==> config.mk <==
export PLATFORM = sky130hd
export DESIGN_NAME = seven_segment_capture
export DESIGN_NICKNAME = d
export VERILOG_FILES = /design/src/rtl/seven_segment_capture.sv
export SDC_FILE = /design/constraint.sdc
export NUM_CORES = 1
export LEC_CHECK = 0
export ABC_AREA = 1
export CORE_MARGIN = 3
export CORE_UTILIZATION = 30
export DETAILED_ROUTE_END_ITERATION = 10
export PLACE_DENSITY_LB_ADDON = 0.05
export SLEW_MARGIN = 20
export SYNTH_ARGS = -nofsm -noshare
export SYNTH_HDL_FRONTEND = slang
export SYNTH_SLANG_ARGS = --single-unit
==> constraint.sdc <==
create_clock -name clk -period 1.6 [get_ports clk]
set_input_delay 0.32 -clock clk [delete_from_list [all_inputs] [get_ports clk]]
set_output_delay 0.32 -clock clk [all_outputs]
set_load 0.02 [all_outputs]
==> src/rtl/seven_segment_capture.sv <==
`default_nettype none
// ============================================================================
// seven_segment_capture: rebuilds per-digit nibbles and decimal points from a
// scanned active-low seven-segment bus. Revision: 1.0
// ============================================================================
module seven_segment_capture #(
  parameter int NUM_SEGMENTS = 4,
  parameter int CLK_PER      = 10,
  parameter int SETTLE_NS    = 200
) (
  input  logic                        clk,
  input  logic                        reset,
  input  logic [NUM_SEGMENTS-1:0]     anode,
  input  logic [7:0]                  cathode,
  output logic [NUM_SEGMENTS*4-1:0]   encoded,
  output logic [NUM_SEGMENTS-1:0]     digit_point,
  output logic                        frame_valid,
  output logic                        frame_error,
  output logic [7:0]                  error_count
);

  localparam int SETTLE_RAW    = (SETTLE_NS + CLK_PER - 1) / CLK_PER;
  localparam int SETTLE_CYCLES = (SETTLE_RAW < 1) ? 1 : SETTLE_RAW;
  localparam int CNT_W         = $clog2(SETTLE_CYCLES + 1);
  localparam int BUS_W         = NUM_SEGMENTS + 8;

  typedef enum logic [1:0] {
    ST_WAIT   = 2'd0,
    ST_SAMPLE = 2'd1,
    ST_HOLD   = 2'd2
  } state_t;

  state_t                      state_q, state_d;
  logic [NUM_SEGMENTS-1:0]     an_m_q, an_m_d, an_s_q, an_s_d;
  logic [7:0]                  ca_m_q, ca_m_d, ca_s_q, ca_s_d;
  logic [BUS_W-1:0]            prev_q, prev_d;
  logic [CNT_W-1:0]            cnt_q, cnt_d;
  logic [NUM_SEGMENTS-1:0]     mask_q, mask_d;
  logic                        err_q, err_d;
  logic [NUM_SEGMENTS*4-1:0]   buf_q, buf_d;
  logic [NUM_SEGMENTS-1:0]     buf_dp_q, buf_dp_d;
  logic [NUM_SEGMENTS*4-1:0]   encoded_q, encoded_d;
  logic [NUM_SEGMENTS-1:0]     digit_point_q, digit_point_d;
  logic                        frame_valid_q, frame_valid_d;
  logic                        frame_error_q, frame_error_d;
  logic [7:0]                  error_count_q, error_count_d;

  logic                        changed;
  logic [NUM_SEGMENTS-1:0]     sel;
  logic                        sel_single;
  logic [4:0]                  dec;

  // Returns {valid, nibble}; unknown patterns give nibble 0 with valid low.
  function automatic logic [4:0] decode_seg(input logic [6:0] seg);
    case (seg)
      7'h40: decode_seg = 5'h10;
      7'h79: decode_seg = 5'h11;
      7'h24: decode_seg = 5'h12;
      7'h30: decode_seg = 5'h13;
      7'h19: decode_seg = 5'h14;
      7'h12: decode_seg = 5'h15;
      7'h02: decode_seg = 5'h16;
      7'h78: decode_seg = 5'h17;
      7'h00: decode_seg = 5'h18;
      7'h10: decode_seg = 5'h19;
      7'h08: decode_seg = 5'h1A;
      7'h03: decode_seg = 5'h1B;
      7'h46: decode_seg = 5'h1C;
      7'h21: decode_seg = 5'h1D;
      7'h06: decode_seg = 5'h1E;
      7'h0E: decode_seg = 5'h1F;
      default: decode_seg = 5'h00;
    endcase
  endfunction

  always_comb begin
    an_m_d        = anode;
    an_s_d        = an_m_q;
    ca_m_d        = cathode;
    ca_s_d        = ca_m_q;
    prev_d        = {an_s_q, ca_s_q};
    state_d       = state_q;
    mask_d        = mask_q;
    err_d         = err_q;
    buf_d         = buf_q;
    buf_dp_d      = buf_dp_q;
    encoded_d     = encoded_q;
    digit_point_d = digit_point_q;
    frame_valid_d = 1'b0;
    frame_error_d = 1'b0;
    error_count_d = error_count_q;

    changed    = ({an_s_q, ca_s_q} != prev_q);
    sel        = ~an_s_q;
    sel_single = (sel != '0) && ((sel & (sel - 1'b1)) == '0);
    dec        = decode_seg(ca_s_q[6:0]);

    if (changed)
      cnt_d = '0;
    else if (cnt_q == CNT_W'(SETTLE_CYCLES))
      cnt_d = cnt_q;
    else
      cnt_d = cnt_q + 1'b1;

    if (&mask_q) begin
      if (err_q) begin
        frame_error_d = 1'b1;
        if (error_count_q != 8'hFF)
          error_count_d = error_count_q + 8'd1;
      end else begin
        encoded_d     = buf_q;
        digit_point_d = buf_dp_q;
        frame_valid_d = 1'b1;
      end
      mask_d = '0;
      err_d  = 1'b0;
    end

    case (state_q)
      ST_WAIT: begin
        if (cnt_q == CNT_W'(SETTLE_CYCLES))
          state_d = ST_SAMPLE;
      end
      ST_SAMPLE: begin
        if (sel_single) begin
          for (int i = 0; i < NUM_SEGMENTS; i++) begin
            if (sel[i]) begin
              // A slot seen twice in one frame means a digit was missed.
              if (mask_q[i])
                err_d = 1'b1;
              mask_d[i]       = 1'b1;
              buf_d[i*4 +: 4] = dec[3:0];
              buf_dp_d[i]     = ~ca_s_q[7];
            end
          end
          if (!dec[4])
            err_d = 1'b1;
        end else if (sel != '0) begin
          err_d = 1'b1;
        end
        state_d = changed ? ST_WAIT : ST_HOLD;
      end
      ST_HOLD: begin
        if (changed)
          state_d = ST_WAIT;
      end
      default: state_d = ST_WAIT;
    endcase
  end

  always_ff @(posedge clk) begin
    if (reset) begin
      state_q       <= ST_WAIT;
      an_m_q        <= '1;
      an_s_q        <= '1;
      ca_m_q        <= '1;
      ca_s_q        <= '1;
      prev_q        <= '1;
      cnt_q         <= '0;
      mask_q        <= '0;
      err_q         <= 1'b0;
      buf_q         <= '0;
      buf_dp_q      <= '0;
      encoded_q     <= '0;
      digit_point_q <= '0;
      frame_valid_q <= 1'b0;
      frame_error_q <= 1'b0;
      error_count_q <= '0;
    end else begin
      state_q       <= state_d;
      an_m_q        <= an_m_d;
      an_s_q        <= an_s_d;
      ca_m_q        <= ca_m_d;
      ca_s_q        <= ca_s_d;
      prev_q        <= prev_d;
      cnt_q         <= cnt_d;
      mask_q        <= mask_d;
      err_q         <= err_d;
      buf_q         <= buf_d;
      buf_dp_q      <= buf_dp_d;
      encoded_q     <= encoded_d;
      digit_point_q <= digit_point_d;
      frame_valid_q <= frame_valid_d;
      frame_error_q <= frame_error_d;
      error_count_q <= error_count_d;
    end
  end

  assign encoded     = encoded_q;
  assign digit_point = digit_point_q;
  assign frame_valid = frame_valid_q;
  assign frame_error = frame_error_q;
  assign error_count = error_count_q;

endmodule
`default_nettype wire

==> summary.txt, run 1 <==
Pwr
  • Tot Pwr: 4.81 mW
  • Leakage: 2.47 nW
  • Maximum VDD drop: 0.454 mV
  • PwrDens: just under 1000 nW/µm²

Routing
  • DR vias: 3188
  • Avg Vias per Cell: ~4.3
  • Drt drc: 0
  • DRT Wirelength: ~8500 µm
  • Post-route antenna net violation count: 0
  • DR WL/cell: 11.5 µm
  • Drt first pass iters: 4
  • Initial DRC count: 97

CTS
  • Clk sink count: 98
  • CTS Hold Bufs: 0
  • H-tree Lvls: 3
  • CTS tree: built
  • Total setup buffers inserted after CTS: 0
  • Clk root buf: clkbuf_16
  • Reg clk slew, reported paths: ~70 ps
  • Worst-case clock buffer depth: 2
  • Clk_lat worst skew: 340 ps
  • CTS Buf Count: 9

Logic synthesis
  • Compound-Gate Fraction of Synth Area: roughly a tenth
  • Simple-gate share of the synthesized area: 28.9%
  • Synth unique cells: 23
  • Post-synthesis xor/xnor area fraction: 2.06%
  • Synthesized cell area: around 3800 µm²
  • Synth Instances: approximately 500
  • Adder-Cell Fraction of Synth Area: less than 1%
  • Largest family of logic cells by synthesized area: simple AND/OR/NAND/NOR gates
  • Post-synthesis mux area share: 0%
  • Seq cells post-synth: ~100
  • Synth Net Count: ~510
  • Synth warn: 0
  • Syn avg cell area: roughly 7.7 µm²
  • Seq/Total Area, Yosys: between 50% and 60%

Die
  • Die W: 119 µm
  • Starting Density: a little under a third
  • Row Count: 40
  • # IOs: 44
  • DIE AREA: 14100 µm²
  • Die height: between 100 and 150 µm
  • Core area: approximately 12000 µm²

Job
  • Max-capacitance violation count: 0

Finish
  • Most frequent cells in the layout: nor2_1, dfxtp_1, nand2_1
  • Commonest non-fill, non-tap cell in the layout: nor2_1
  • Fin util: approximately two fifths
  • # diodes: 0
  • Final #Nets: 586
  • Area Overhead vs Synth: 29.6%
  • Share of layout cells above drive strength 1: ~17%

Global route
  • Overflow after GRT: 0
  • Via count of the first global-routing pass: around 3100
  • Largest net degree at the start of global routing: 48
  • Tot GR Track Use: between 10% and 20%
  • First-pass GRT wire length: ~14000 µm
  • Initial antenna violation count: 0

Setup path
  • CP endpoint kind: output pin
  • Worst-path fanout max: 4
  • CP Class: reg2out
  • Startpoint types: flop
  • CP required: 1280 ps
  • WP data arrival: 1140 ps

Status
  • Status: complete, no violations

Timing
  • Final hold slack: 408 ps
  • Final hold viol count: 0
  • Final setup fails: 0
  • Final Max Tran Viols: 0
  • Slew @ Worst Pin: approximately 630 ps
  • Final Cycle Share: about nine tenths
  • Achievable frequency: between 0.6 and 0.7 GHz
  • Setup TNS: 0 ps
  • Final Worst Setup Slack: 138 ps
  • Max transition margin: slightly below 60%
  • Skew final: around 7.3 ps
  • Final min period: around 1500 ps

Placement
  • Port-buffer cells: 43
  • DP Wirelength: 6060 µm
  • Gpl congestion: between 0.7 and 0.8
  • Dpl ws: -26.9 ps

Min path
  • Worst Hold Class: reg2reg
## kinds of logic after synthesis
| logic type | count (synthesis) |
|---|---|
| AO/OA/AOI/OAI | 74 |
| buffers and inverters | 68 |
| adder cells (fa/ha/maj) | 3 |
| XOR/XNOR | 9 |
| flip-flops | 98 |
| AND/OR/NAND/NOR | 245 |
## final cells by class
cell class	count	area, µm²
Clock buffer	14	284
Timing Repair Buffer	75	662
Clock inverter	1	7.51
Sequential cell	98	1970
Inverter	54	203
Tap cell	168	210
Multi-Input combinational cell	331	1620
Fill cell	1285	7250
## worst max-delay path: stages (launching register included)
cell,delay (ps)
dfxtp_1,340
buf_4,130
dlygate4sd2_1,330
## cell usage after synthesis
cell type | count | area share [%]
nor2_1 | 107 | 11
dfxtp_1 | 98 | 51
nand2_1 | 78 | 7.7
inv_1 | 50 | 4.9
o21ai_0 | 35 | 4.6
or2_2 | 27 | 4.4
a21oi_1 | 24 | 3.1
clkbuf_1 | 12 | 1.2
o21ai_1 | 12 | 1.6
nor3_1 | 10 | 1.3
nand3_1 | 8 | 1.0
nand4_1 | 8 | 1.3
xor2_1 | 6 | 1.4
inv_2 | 4 | 0.39
nor3_4 | 4 | 1.7
ha_1 | 3 | 0.98
xnor2_1 | 3 | 0.69
a22o_1 | 2 | 0.46
buf_2 | 2 | 0.26
nand2_4 | 1 | 0.29
nand4_2 | 1 | 0.33
nor2_4 | 1 | 0.29
o22ai_2 | 1 | 0.33
## flip-flops by register name, summed over array words and instances, names as in the netlist
name	flops
state_q	2
encoded	16
an_m_q	4
error_count	8
frame_error	1
ca_s_q	8
buf_dp_q	4
err_q	1
an_s_q	4
ca_m_q	8
buf_q	16
prev_q	12
digit_point	4
mask_q	4
cnt_q	5
frame_valid	1
## final timing paths
| check | startpoint | endpoint | slack, ps | cells past startpoint |
|---|---|---|---|---|
| setup / recovery | error_count[0] | error_count[0] | 140 | 2 |
| hold / removal | ca_m_q[5] | ca_s_q[5] | 410 | 1 |
| setup reg to reg | ca_s_q[6] | buf_q[4] | 150 | 8 |
| hold reg to reg | ca_m_q[5] | ca_s_q[5] | 410 | 1 |
## stage by stage
step / std cells / area, µm²
finish: 741 / 4960
global route: 741 / 4960
CTS: 741 / 4930
detailed placement: 726 / 4680
global placement: 726 / 4680
floorplan: 497 / 3820
## what timing repair did
item | in CTS | in global routing
cloned | 0 | 0
gates resized for setup | 29 | 13
endpoints found under the setup margin | 29 | 23
## where the power goes
group	total (mW)	internal, mW	switching, mW
sequential	2.50	2.48	0.0214
clock	2.09	1.22	0.877
combinational	0.220	0.104	0.116
total	4.81	3.80	1.01
## per-layer routing
layer  track usage, %  vias up  routed length [µm]
met3             3.04       13                 267
met4             7.02        0                 215
met5                0        -                   0
li1                 -     1709                   -
met2             19.2       45                3640
met1             16.4     1421                4400
(Power assumes the default switching activity.)
==> inputs of run 2 (changes only) <==
CTS_CLUSTER_SIZE = 24   (was unset)
==> results of run 2 <==
The final DEF is identical to that of run 1; final timing and power are the same.
==> inputs of run 3 (changes only) <==
CAP_MARGIN = 20   (was unset)
==> results of run 3 <==
The final DEF is identical to that of run 1; final timing and power are the same.
